--- config.mk ---
export PLATFORM = sky130hd
export DESIGN_NAME = sb_arbiter
export DESIGN_NICKNAME = d
export VERILOG_FILES = /design/src/rtl/sb_arbiter_pkg.sv /design/src/rtl/sb_lane_align.sv /design/src/rtl/sb_arbiter.sv
export SDC_FILE = /design/constraint.sdc
export NUM_CORES = 1
export LEC_CHECK = 0
export BUFFER_PORTS_ARGS = -buffer_cell sky130_fd_sc_hd__buf_2
export CORE_MARGIN = 2
export CORE_UTILIZATION = 47
export DETAILED_ROUTE_END_ITERATION = 16
export GPL_TIMING_DRIVEN = 1
export MAX_ROUTING_LAYER = met4
export PLACE_DENSITY = 0.82
export SETUP_SLACK_MARGIN = 0.2
export SYNTH_ARGS = -nofsm -noshare
export SYNTH_HDL_FRONTEND = slang
export SYNTH_HIERARCHICAL = 1
export SYNTH_SLANG_ARGS = --single-unit
--- constraint.sdc ---
create_clock -name clk -period 2.35 [get_ports clk]
set_input_delay 0.235 -clock clk [delete_from_list [all_inputs] [get_ports clk]]
set_output_delay 0.235 -clock clk [all_outputs]
set_load 0.05 [all_outputs]
--- src/rtl/sb_arbiter_pkg.sv ---
// Shared encodings for the system-bus arbiter: access sizes, extension mode,
// FSM states and bus owner. Also holds the alignment rule used by the FSM.
// Latency: n/a (definitions only). Backpressure: n/a.
package sb_arbiter_pkg;

  // Access size carried on ls_byte_sel
  localparam logic [1:0] SB_BYTE = 2'b00;
  localparam logic [1:0] SB_HALF = 2'b01;
  localparam logic [1:0] SB_WORD = 2'b10;

  // Load extension mode carried on ls_un_sign
  localparam logic SB_SIGNED   = 1'b0;
  localparam logic SB_UNSIGNED = 1'b1;

  // Which requester owns the outstanding bus transaction
  localparam logic OWN_IF = 1'b0;
  localparam logic OWN_LS = 1'b1;

  typedef enum logic [1:0] {
    IDLE = 2'd0,
    REQ  = 2'd1,
    RESP = 2'd2
  } sb_state_e;

  // Halves need even addresses, words need 4-byte alignment; bytes never fault.
  // The unused size code 2'b11 is treated like a word.
  function automatic logic sb_misaligned(input logic [1:0] size, input logic [1:0] off);
    case (size)
      SB_BYTE: return 1'b0;
      SB_HALF: return off[0];
      default: return off != 2'b00;
    endcase
  endfunction

endpackage

--- src/rtl/sb_lane_align.sv ---
// Byte-lane steering for stores and lane extraction + sign/zero extension for loads.
// Latency: purely combinational. Backpressure: none, no state.
// Ports: we_i/size_i/off_i/wdata_i -> be_o/wdata_o (store side);
//        ld_word_i/ld_off_i/ld_size_i/ld_un_sign_i -> ld_data_o (load side).
module sb_lane_align
  import sb_arbiter_pkg::*;
(
  input  logic        we_i,
  input  logic [1:0]  size_i,
  input  logic [1:0]  off_i,
  input  logic [31:0] wdata_i,
  output logic [3:0]  be_o,
  output logic [31:0] wdata_o,
  input  logic [31:0] ld_word_i,
  input  logic [1:0]  ld_off_i,
  input  logic [1:0]  ld_size_i,
  input  logic        ld_un_sign_i,
  output logic [31:0] ld_data_o
);

  logic [7:0]  ld_byte;
  logic [15:0] ld_half;

  // Store data is replicated across all lanes so the byte enables alone pick the target.
  always_comb begin
    be_o    = 4'hF;
    wdata_o = 32'h0;
    if (we_i) begin
      case (size_i)
        SB_BYTE: begin
          be_o    = 4'b0001 << off_i;
          wdata_o = {4{wdata_i[7:0]}};
        end
        SB_HALF: begin
          be_o    = off_i[1] ? 4'b1100 : 4'b0011;
          wdata_o = {2{wdata_i[15:0]}};
        end
        default: wdata_o = wdata_i;
      endcase
    end
  end

  always_comb begin
    ld_byte = ld_word_i[{ld_off_i, 3'b000} +: 8];
    ld_half = ld_word_i[{ld_off_i[1], 4'b0000} +: 16];
    case (ld_size_i)
      SB_BYTE: ld_data_o = {{24{~ld_un_sign_i & ld_byte[7]}}, ld_byte};
      SB_HALF: ld_data_o = {{16{~ld_un_sign_i & ld_half[15]}}, ld_half};
      default: ld_data_o = ld_word_i;
    endcase
  end

endmodule

--- src/rtl/sb_arbiter.sv ---
// Two-master (fetch / load-store) arbiter and sequencer for the single system-bus port.
// Latency: request in cycle N -> bus_req N+1 -> done pulse at earliest N+2, IDLE at N+3.
// Backpressure: waits on bus_gnt / bus_rvalid; hold_o stalls the pipeline while a load/store is open.
// Ports: clk/rst (sync, active-low); if_* fetch side; ls_* load/store side; hold_o stall;
//        bus_* registered address phase plus bus_gnt/bus_rvalid/bus_rdata response; bus_err timeout.
// Optional: define SB_TIMEOUT_EN to abort a transaction after TIMEOUT_CYCLES in REQ+RESP.
module sb_arbiter
  import sb_arbiter_pkg::*;
#(
  parameter int TIMEOUT_CYCLES = 255
) (
  input  logic        clk,
  input  logic        rst,
  input  logic        if_req,
  input  logic [31:0] if_addr,
  output logic        if_rvalid,
  output logic [31:0] if_rdata,
  input  logic        ls_re,
  input  logic        ls_we,
  input  logic [31:0] ls_addr,
  input  logic [31:0] ls_wdata,
  input  logic [1:0]  ls_byte_sel,
  input  logic        ls_un_sign,
  output logic        ls_done,
  output logic [31:0] ls_rdata,
  output logic        ls_misalign,
  output logic        hold_o,
  output logic        bus_req,
  output logic        bus_we,
  output logic [31:0] bus_addr,
  output logic [3:0]  bus_be,
  output logic [31:0] bus_wdata,
  input  logic        bus_gnt,
  input  logic        bus_rvalid,
  input  logic [31:0] bus_rdata,
  output logic        bus_err
);

  if (TIMEOUT_CYCLES < 1 || TIMEOUT_CYCLES > 255) begin : g_bad_timeout
    $error("sb_arbiter: TIMEOUT_CYCLES must be 1..255");
  end

  sb_state_e   state_q, state_d;
  logic        owner_q, owner_d;
  logic [1:0]  off_q, off_d;
  logic [1:0]  size_q, size_d;
  logic        un_sign_q, un_sign_d;
  logic        bus_req_q, bus_req_d;
  logic        bus_we_q, bus_we_d;
  logic [31:0] bus_addr_q, bus_addr_d;
  logic [3:0]  bus_be_q, bus_be_d;
  logic [31:0] bus_wdata_q, bus_wdata_d;

  logic        ls_req;
  logic [3:0]  st_be;
  logic [31:0] st_wdata;
  logic [31:0] ld_data;
  logic        tmo_hit;

  assign ls_req = ls_re | ls_we;

  // Store side is fed live so the steered data can be latched on the IDLE->REQ edge;
  // load side works on the latched offset/size while the response is on the bus.
  sb_lane_align u_lane_align (
    .we_i        (ls_we),
    .size_i      (ls_byte_sel),
    .off_i       (ls_addr[1:0]),
    .wdata_i     (ls_wdata),
    .be_o        (st_be),
    .wdata_o     (st_wdata),
    .ld_word_i   (bus_rdata),
    .ld_off_i    (off_q),
    .ld_size_i   (size_q),
    .ld_un_sign_i(un_sign_q),
    .ld_data_o   (ld_data)
  );

`ifdef SB_TIMEOUT_EN
  localparam logic [7:0] TMO_LIM = 8'(TIMEOUT_CYCLES);
  logic [7:0] cnt_q, cnt_d;

  // A response arriving in the limit cycle still counts as completion.
  assign tmo_hit = (state_q == REQ || (state_q == RESP && !bus_rvalid)) && (cnt_q == TMO_LIM);

  always_comb begin
    cnt_d = cnt_q;
    if (state_q == IDLE && state_d == REQ) cnt_d = 8'd0;
    else if (state_q == REQ || state_q == RESP) cnt_d = cnt_q + 8'd1;
  end

  always_ff @(posedge clk) begin
    if (!rst) cnt_q <= 8'd0;
    else      cnt_q <= cnt_d;
  end
`else
  assign tmo_hit = 1'b0;
`endif

  always_comb begin
    state_d     = state_q;
    owner_d     = owner_q;
    off_d       = off_q;
    size_d      = size_q;
    un_sign_d   = un_sign_q;
    bus_req_d   = bus_req_q;
    bus_we_d    = bus_we_q;
    bus_addr_d  = bus_addr_q;
    bus_be_d    = bus_be_q;
    bus_wdata_d = bus_wdata_q;
    ls_done     = 1'b0;
    ls_misalign = 1'b0;
    ls_rdata    = 32'h0;
    if_rvalid   = 1'b0;
    if_rdata    = 32'h0;
    bus_err     = 1'b0;

    case (state_q)
      IDLE: begin
        if (ls_req) begin
          if (sb_misaligned(ls_byte_sel, ls_addr[1:0])) begin
            // Rejected without a bus cycle; completes in the same cycle.
            ls_done     = 1'b1;
            ls_misalign = 1'b1;
          end else begin
            state_d     = REQ;
            owner_d     = OWN_LS;
            bus_req_d   = 1'b1;
            bus_we_d    = ls_we;
            bus_addr_d  = ls_addr & 32'hFFFF_FFFC;
            bus_be_d    = st_be;
            bus_wdata_d = st_wdata;
            off_d       = ls_addr[1:0];
            size_d      = ls_byte_sel;
            un_sign_d   = ls_un_sign;
          end
        end else if (if_req) begin
          state_d     = REQ;
          owner_d     = OWN_IF;
          bus_req_d   = 1'b1;
          bus_we_d    = 1'b0;
          bus_addr_d  = if_addr & 32'hFFFF_FFFC;
          bus_be_d    = 4'hF;
          bus_wdata_d = 32'h0;
          off_d       = 2'b00;
          size_d      = SB_WORD;
          un_sign_d   = SB_SIGNED;
        end
      end
      REQ: begin
        if (bus_gnt) begin
          state_d   = RESP;
          bus_req_d = 1'b0;
        end
      end
      RESP: begin
        if (bus_rvalid) begin
          state_d = IDLE;
          if (owner_q == OWN_LS) begin
            ls_done  = 1'b1;
            ls_rdata = ld_data;
          end else begin
            if_rvalid = 1'b1;
            if_rdata  = bus_rdata;
          end
        end
      end
      default: state_d = IDLE;
    endcase

    // Abort: owner sees a completion with zero data.
    if (tmo_hit) begin
      state_d   = IDLE;
      bus_req_d = 1'b0;
      bus_err   = 1'b1;
      if (owner_q == OWN_LS) ls_done = 1'b1;
      else                   if_rvalid = 1'b1;
    end

    // Completion pulses are suppressed while reset is held, so a response landing
    // in the reset cycle is never reported.
    if (!rst) begin
      ls_done     = 1'b0;
      ls_misalign = 1'b0;
      ls_rdata    = 32'h0;
      if_rvalid   = 1'b0;
      if_rdata    = 32'h0;
      bus_err     = 1'b0;
    end
  end

  assign hold_o    = ls_req & ~ls_done;
  assign bus_req   = bus_req_q;
  assign bus_we    = bus_we_q;
  assign bus_addr  = bus_addr_q;
  assign bus_be    = bus_be_q;
  assign bus_wdata = bus_wdata_q;

  always_ff @(posedge clk) begin
    if (!rst) begin
      state_q     <= IDLE;
      owner_q     <= OWN_IF;
      off_q       <= 2'b00;
      size_q      <= 2'b00;
      un_sign_q   <= 1'b0;
      bus_req_q   <= 1'b0;
      bus_we_q    <= 1'b0;
      bus_addr_q  <= 32'h0;
      bus_be_q    <= 4'h0;
      bus_wdata_q <= 32'h0;
    end else begin
      state_q     <= state_d;
      owner_q     <= owner_d;
      off_q       <= off_d;
      size_q      <= size_d;
      un_sign_q   <= un_sign_d;
      bus_req_q   <= bus_req_d;
      bus_we_q    <= bus_we_d;
      bus_addr_q  <= bus_addr_d;
      bus_be_q    <= bus_be_d;
      bus_wdata_q <= bus_wdata_d;
    end
  end

endmodule

# Word level (Yosys, flattened, before mapping)
# Cells that the tools add are included.
# Widths: inputs -> output; s select.
# classes
addsub	0
mul	0
div_mod_pow	0
order_cmp	0
n_eq_ne	9
shifts	3
n_mux	61
bitwise	6
reduce_logical	9
# ops
op	count
$mux 32	15
$pmux 32 s2	2
$shiftx 32x6->16	1
$shiftx 32x6->8	1
$mux 1	23
$mux 2	11
$mux 4	5
$pmux 4 s2	1
$reduce_and 4->1	2
$eq 2x1->1 const B	3
$logic_not 2->1	3
$ne 2x2->1 const B	3
$ne 3x3->1 const B	2
$pmux 1 s2	3
$pmux 2 s3	1
$reduce_bool 2->1	3
$shl 1x2->4 const A	1
$and 1x1->1	3
$reduce_and 3->1	1
$eq 2x2->1 const B	1
$not 1->1	2
$or 1x1->1	1
# word_totals
reg_bits	78
latchBits	0
ramBits	0
romBits	0
mem_count	0

# Longest topological paths before layout
# Gate-level depths: netlist of run 1.
# logic_depth
ltp_word	10
ltp_mapped	8
ltp_nobuf	5

# By module
# Netlist of run 1, hierarchy kept.
# by_module_without_submodules
module	n_inst	cells_per_inst	area_per_inst_um2
sb_arbiter	1	490	4167.7
sb_lane_align	1	225	1338.8

# Least setup slack after synthesis of run 1
# No wires, ideal clock.
# synth_path
path_kind	reg-to-output
from	register state_q[1]
to	output port hold_o
arrival_time_ps	2144
t_required_ps	2115
slack_ps	-29
path_stages_with_launch	5
n_path_buf	2
path_cell_list	dfxtp_1 nor2_1 clkbuf_1 clkbuf_1 a311oi_1
# synth_between
elab_chain_len	5
word_cells_on_any_way	6
# synth_lines
element	line_no	text
start: declaration	sb_arbiter.sv:43	sb_state_e state_q, state_d;
start signal: assignment	sb_arbiter.sv:211	state_q <= state_d;
$eq 2x2->1 / $logic_not 2->1 (equally long branches)	sb_arbiter.sv:117	case (state_q)
$pmux 1 s2 *	sb_arbiter.sv:117	
$mux 1 *	sb_arbiter.sv:181	if (!rst) begin
$not 1->1 *	sb_arbiter.sv:191	assign hold_o = ls_req & ~ls_done;
$and 1x1->1 *	sb_arbiter.sv:191	
end: declaration	sb_arbiter.sv:27	output logic hold_o,
# Mark *: on every way between the ends. The rest lies on a longest branch, timed or not.

# Worst setup path in the final report of run 1
# layout_path
from	register off_q[1]
to	output port ls_rdata[0]
# layout_between
elab_chain_len	6
word_cells_on_any_way	7
# layout_lines
element	line_no	text
start: declaration	sb_arbiter.sv:45	logic [1:0] off_q, off_d;
start signal: assignment	sb_arbiter.sv:202	off_q <= 2'b00;
start signal: assignment	sb_arbiter.sv:213	off_q <= off_d;
$shiftx 32x6->16 / $shiftx 32x6->8 (equally long branches)	sb_lane_align.sv:45, sb_lane_align.sv:44	
$pmux 32 s2 *	sb_lane_align.sv:46	case (ld_size_i)
via ld_data[0]	sb_arbiter.sv:57	logic [31:0] ld_data;
$mux 32 *	sb_arbiter.sv:158	if (owner_q == OWN_LS) begin
$mux 32 *	sb_arbiter.sv:156	if (bus_rvalid) begin
$mux 32 *	sb_arbiter.sv:117	
$mux 32 *	sb_arbiter.sv:181	
end: declaration	sb_arbiter.sv:25	output logic [31:0] ls_rdata,
# The timed path passes the listed nets; every way through them passes the cells marked *.

==> metrics.md, run 1 <==
| Metric | Value |
|---|---|
| Dpl cell area | `0.00694 mm2` |
| Worst-skew pair later-pin latency | `0.33 ns` |
| Fin. max-slew vios | `0` |
| WP data required | `2.12 ns` |
| Seq cells post-synth | `76` |
| CTS tree | `built` |
| ANT nets after route | `0` |
| Total GRT Usage | `31.1%` |
| Yosys top cell area share | `27.6%` |
| CTS sink cnt | `76` |
| Share of layout cells above drive strength 1 | `39.5%` |
| IO Port Bufs | `271` |
| Largest net degree at the start of global routing | `57` |
| R2R depth | `4` |
| Number of global-route vias before repair | `6011` |
| Footprint of the multi-input gates | `0.00369 mm2` |
| Vias per cell | `6.12` |
| Synthesized area | `0.00551 mm2` |
| Largest cells by area after synthesis | `dfxtp_1 28%, mux2i_1 9.5%, and2_1 9.2%` |
| Netlist cell types | `47` |
| Arrival time at the worst endpoint | `2.00 ns` |
| Pwr dens | `593 mW/mm2` |
| Endpoints failing hold | `0` |
| PnR Total Power | `4540 uW` |
| EDFF count, synth | `0` |
| Dpl cells | `1070` |
| Ys Warns | `6` |
| Starting Density | `48.2%` |
| Net Sw Frac | `38.9%` |
| Rows | `39` |
| DRC | `0` |
| Met1 Use GR | `38.0%` |
| Met3 usage | `5.08%` |
| Clk pwr share | `28.9%` |
| FF/Latch Area | `0.00153 mm2` |
| Rel. slew slack | `51.2%` |
| Finished Layout Cells | `1091` |
| RSZ-0062 raised after global routing | `true` |
| Setup ws final | `0.118 ns` |
| Sequential Power Share | `32.5%` |
| Crit path kind | `register to primary output` |
| Leak | `0.00358 uW` |
| Crit start category | `register` |
| Ys async rst share | `0%` |
| P&R area growth vs syn | `38.9%` |
| DR iter-0 viols | `809` |
| Most frequent cell after synthesis | `nand2_1` |
| Final nets | `1081` |
| Comb power frac | `38.6%` |
| Worst R2R Start | `state_q[1]` |
| Worst vdd ir | `0.367 mV` |
| Die Area | `0.0126 mm2` |
| Die Wd | `112 um` |
| Max-Cap Viols | `0` |
| Via count | `6676` |
| Minimum clock period | `2.23 ns` |
| Setup crit end kind | `primary output` |
| Crit path capture | `ls_rdata[0]` |
| Wirelength per Cell | `18.9 um` |
| Syn_area_per_cell | `7.70 um2` |
| Initial antenna violation count | `1` |
| Wirelength, routed | `20.7 mm` |
| Sequential cell area fraction in the yosys report | `27.6%` |
| Die height | `112 um` |
| Dpl hpwl | `13.4 mm` |
| Max Fclk | `448 MHz` |
| Reg2reg setup slack | `0.54 ns` |
| Clk_skew | `0.00527 ns` |
| Area leader, netlist | `dfxtp_1` |
| Io pins | `277` |
| Outcome | `completed` |
| Post-route setup TNS | `0 ns` |
| # setup viols final | `0` |
| Max Fanout on Critical Path | `12` |
| Busiest layer in global routing | `met2` |
| Worst-path clk slew | `0.05 ns` |
| Worst hold path class | `primary input to register` |
| Synth Instances | `715` |
| Setup WS pre-CTS | `0.296 ns` |
| Core box area | `0.0114 mm2` |
| Global-route wire length before repair | `31.3 mm` |
| Filler Cell Count | `964` |
| Placer Congestion | `0.905` |
| H-Tree Depth | `3` |
| Root Driver | `clkbuf_16` |
| Primary FF master, synth | `dfxtp_1` |
| Drt first pass iters | `7` |
| Psw | `1760 uW` |
| Worst R2R End | `bus_wdata[5]` |
| Final Cell Area | `0.00765 mm2` |
| Fin crit share | `95.0%` |
| CP startpoint | `off_q[1]` |
| Hold_buf cts | `0` |
| Maximum clock insertion buffer count | `2` |
| Synth cell count leaders | `109 x nand2_1, 81 x and2_1, 76 x dfxtp_1` |
| Grt ovf | `0` |
| Worst-Margin Slew | `0.732 ns` |
| Total CTS buffers | `9` |
| Met2 GRT Util | `51.2%` |
| Internal power | `2770 uW` |
[through the flow]
step,util (%),hold slack (ns)
floorplan,-,0.383
detailed placement,60.8,0.480
finish,67.0,0.176
global placement,60.8,0.476
global route,67.0,0.186
CTS,65.4,0.170
[worst max-delay path: stages, from the launching register on]
cell and delay, ns:
dfxtp_4 0.36, buf_4 0.15, buf_4 0.16, nand2b_1 0.16
nand2_1 0.09, a22oi_1 0.07, o21ai_0 0.25, and2_1 0.21
buf_4 0.21
[sequential cells by signal, summed over array words and instances, names as in the netlist, 2 cells and up]
name,count
state_q,2
size_q,2
bus_wdata,32
bus_be,4
off_q,2
bus_addr,30
[final cells by class]
type | instances | area share, %
Antenna cell | 1 | 0.0327
Timing Repair Buffer | 304 | 25.5
Clock buffer | 12 | 3.35
Multi-Input combinational cell | 548 | 48.3
Inverter | 4 | 0.196
Tap cell | 143 | 2.34
Clock inverter | 3 | 0.294
Sequential cell | 76 | 20.1
[placed cells by master (no fill, tap or decap), types with 5 or more instances in the layout]
cell type and count:
a2111oi_0 30, a211oi_1 31, a21boi_0 8, a21oi_1 39
a21oi_2 15, a221o_1 8, a221oi_1 5, a22oi_1 8
and2_1 61, and2_4 20, buf_12 5, buf_2 232
buf_4 28, buf_6 24, clkbuf_16 9, clkbuf_4 9
dfxtp_1 72, mux2i_1 52, nand2_1 109, nand2b_1 8
nor2_1 7, nor2b_1 12, nor3_1 5, o211ai_1 36
o21ai_0 31, o31ai_1 30
[per-layer routing]
metal	wire length, um	up-vias
li1	-	3066
met2	10100	434
met5	0	-
met1	7940	3108
met3	1860	68
met4	792	0
[worst min path at each step]
stage               start        end  slack [ns]  cells after the start
2_1_floorplan  ls_addr[0]   off_q[0]        0.38                      2
3_3_place_gp      owner_q    owner_q        0.48                      2
6_report       ls_un_sign  un_sign_q        0.18                      3
3_5_place_dp      owner_q    owner_q        0.48                      2
5_1_grt        ls_un_sign  un_sign_q        0.19                      3
4_1_cts        ls_un_sign  un_sign_q        0.17                      3
[kinds of logic after synthesis]
group | after synthesis | share of synthesized area, %
multiplexers | 54 | 9.93
AO/OA/AOI/OAI | 254 | 33.0
buffers and inverters | 93 | 7.75
other | 1 | 0.0681
flip-flops | 76 | 27.6
AND/OR/NAND/NOR | 237 | 21.7
[timing repair]
action / CTS / global route
gates resized for setup: 55 / 62
cloned: 2 / 1
setup endpoints to repair: 33 / 57
pin swaps: 2 / 7
buffers inserted: 1 / 1
[power by group through the flow]
stage / logic, uW / registers [uW] / clock network [uW]
2_1_floorplan: 818 / 1840 / 0
3_3_place_gp: 1590 / 1500 / 0
3_5_place_dp: 1610 / 1500 / 0
4_1_cts: 1690 / 1480 / 1330
5_1_grt: 1860 / 1490 / 1380
6_report: 1750 / 1480 / 1310
No activity file was read; power rests on OpenSTA's default activity.
==> inputs of run 2 (changes only) <==
--- a/config.mk
+++ b/config.mk
@@ -7,11 +7,11 @@
 export LEC_CHECK = 0
 export BUFFER_PORTS_ARGS = -buffer_cell sky130_fd_sc_hd__buf_2
 export CORE_MARGIN = 2
-export CORE_UTILIZATION = 47
+export CORE_UTILIZATION = 45
 export DETAILED_ROUTE_END_ITERATION = 16
 export GPL_TIMING_DRIVEN = 1
 export MAX_ROUTING_LAYER = met4
-export PLACE_DENSITY = 0.82
+export PLACE_DENSITY = 0.79
 export SETUP_SLACK_MARGIN = 0.2
 export SYNTH_ARGS = -nofsm -noshare
 export SYNTH_HDL_FRONTEND = slang
==> metrics.md, run 2 (synthesis gave the netlist of run 1 again) <==
| Metric | Value |
|---|---|
| Internal power | `2840 uW` |
| Placer Congestion | `0.913` |
| Rows | `40` |
| CP startpoint | `off_q[1]` |
| Highest-count cells in the layout ignoring fill and taps | `239 x buf_2, 109 x nand2_1, 79 x and2_1, 72 x dfxtp_1, 52 x mux2i_1` |
| Max Fanout on Critical Path | `8` |
| ANT nets after route | `0` |
| Total CTS buffers | `9` |
| RSZ-0062 raised after global routing | `true` |
| Clk pwr share | `31.2%` |
| Post-route setup TNS | `0 ns` |
| Final nets | `1081` |
| Starting Density | `46.0%` |
| Grt ovf | `0` |
| Commonest non-fill, non-tap cell in the layout | `buf_2` |
| Comb power frac | `36.7%` |
| Clk_skew | `0.00559 ns` |
| Leak | `0.00353 uW` |
| Worst hold path class | `primary input to register` |
| Setup crit end kind | `primary output` |
| Fin crit share | `92.8%` |
| Outcome | `completed` |
| Worst-skew pair later-pin latency | `0.34 ns` |
| Global-route wire length before repair | `30.1 mm` |
| Psw | `1770 uW` |
| Wirelength per Cell | `17.7 um` |
| Arrival time at the worst endpoint | `1.95 ns` |
| Wirelength, routed | `19.4 mm` |
| Setup WS pre-CTS | `0.334 ns` |
| Max-Cap Viols | `0` |
| Number of global-route vias before repair | `5862` |
| Dpl hpwl | `13.8 mm` |
| Share of layout cells above drive strength 1 | `38.0%` |
| Minimum clock period | `2.18 ns` |
| Core box area | `0.0120 mm2` |
| Pwr dens | `613 mW/mm2` |
| WP data required | `2.12 ns` |
| Dpl cells | `1076` |
| Worst R2R End | `size_q[1]` |
| DR iter-0 viols | `563` |
| Setup ws final | `0.168 ns` |
| Crit path kind | `register to primary output` |
| Sequential Power Share | `32.1%` |
| R2R depth | `4` |
| Initial antenna violation count | `1` |
| IO Port Bufs | `271` |
| Min-Delay Path Depth | `3` |
| Total GRT Usage | `29.6%` |
| Rel. slew slack | `54.7%` |
| Drt first pass iters | `5` |
| Io pins | `277` |
| Vias per cell | `5.77` |
| Maximum clock insertion buffer count | `2` |
| Crit start category | `register` |
| Die Wd | `115 um` |
| Die Area | `0.0131 mm2` |
| Crit path capture | `ls_rdata[11]` |
| Worst-Margin Slew | `0.679 ns` |
| Via count | `6325` |
| Worst vdd ir | `0.400 mV` |
| DRC | `0` |
| Fin. max-slew vios | `0` |
| Reg2reg setup slack | `0.56 ns` |
| Endpoints failing hold | `0` |
| Largest register FFs | `32` |
| Worst-path clk slew | `0.06 ns` |
| Root Driver | `clkbuf_16` |
| Finished Layout Cells | `1096` |
| Worst R2R Start | `state_q[1]` |
| H-Tree Depth | `3` |
| Largest net degree at the start of global routing | `69` |
| Net Sw Frac | `38.5%` |
| Max Fclk | `458 MHz` |
| # setup viols final | `0` |
| CTS tree | `built` |
| Die height | `115 um` |
| P&R area growth vs syn | `36.7%` |
| CTS sink cnt | `76` |
## run 2: cell count changes in the layout (fill, tap and decap cells not counted), sizes merged
cell | before | now
buf | 293 | 299
bufbuf | 2 | 0
bufinv | 0 | 1
clkbuf | 21 | 15
clkinv | 4 | 3
clkinvlp | 0 | 1
inv | 3 | 5
## run 2: repair_timing
action,CTS,global route
setup endpoints to repair,32,32
cloned,1,0
buffers inserted,2,0
resized for setup,34,56
hold buffers,0,0
pin swaps,0,1
## run 2: final cells by class
cell class              count  area [um2]
repair buffers            304        1820
flip-flops and latches     76        1530
fillers                  1020        4440
well taps                 147         184
clock buffers              10         239
inverters                   4        15.0
diodes                      1        2.50
multi-input cells         548        3660
clock inverters             6        68.8
## run 2: worst max-delay path, stage by stage, from the launching register on
cell,delay (ns)
dfxtp_4,0.37
mux2_4,0.31
a22oi_4,0.19
buf_6,0.13
nor2_4,0.05
a221o_1,0.27
and2_1,0.15
buf_6,0.15
## run 2: metrics by stage
stage	total power (uW)	hold WS [ns]	instance area, um2	util (%)
final	4610	0.159	7520	62.9
after global routing	4820	0.185	7520	62.9
after floorplan	2660	0.383	5520	-
after detailed placement	3090	0.483	6900	57.7
after CTS	4580	0.153	7350	61.4
after global placement	3080	0.476	6900	57.7
## run 2: worst min-delay path by stage
| stage | start | to |
|---|---|---|
| after floorplan | ls_addr[0] | off_q[0] |
| after global placement | owner_q | owner_q |
| after detailed placement | owner_q | owner_q |
| after CTS | ls_un_sign | un_sign_q |
| after global routing | ls_un_sign | un_sign_q |
| final | ls_un_sign | un_sign_q |
## run 2: routing by layer
metal	routed length, um	track usage (%)	up-vias	share of wire [%]
li1	-	-	3062	-
met3	1410	5.56	43	7.2
met2	9670	50.0	301	50
met4	471	8.78	0	2.4
met5	0	-	-	0
met1	7870	35.8	2919	41
## run 2: power by group through the flow
| stage | clock (uW) | combinational, uW | sequential, uW |
|---|---|---|---|
| floorplan | 0 | 818 | 1840 |
| global placement | 0 | 1580 | 1500 |
| detailed placement | 0 | 1590 | 1500 |
| CTS | 1450 | 1650 | 1480 |
| global route | 1510 | 1820 | 1490 |
| finish | 1440 | 1690 | 1480 |
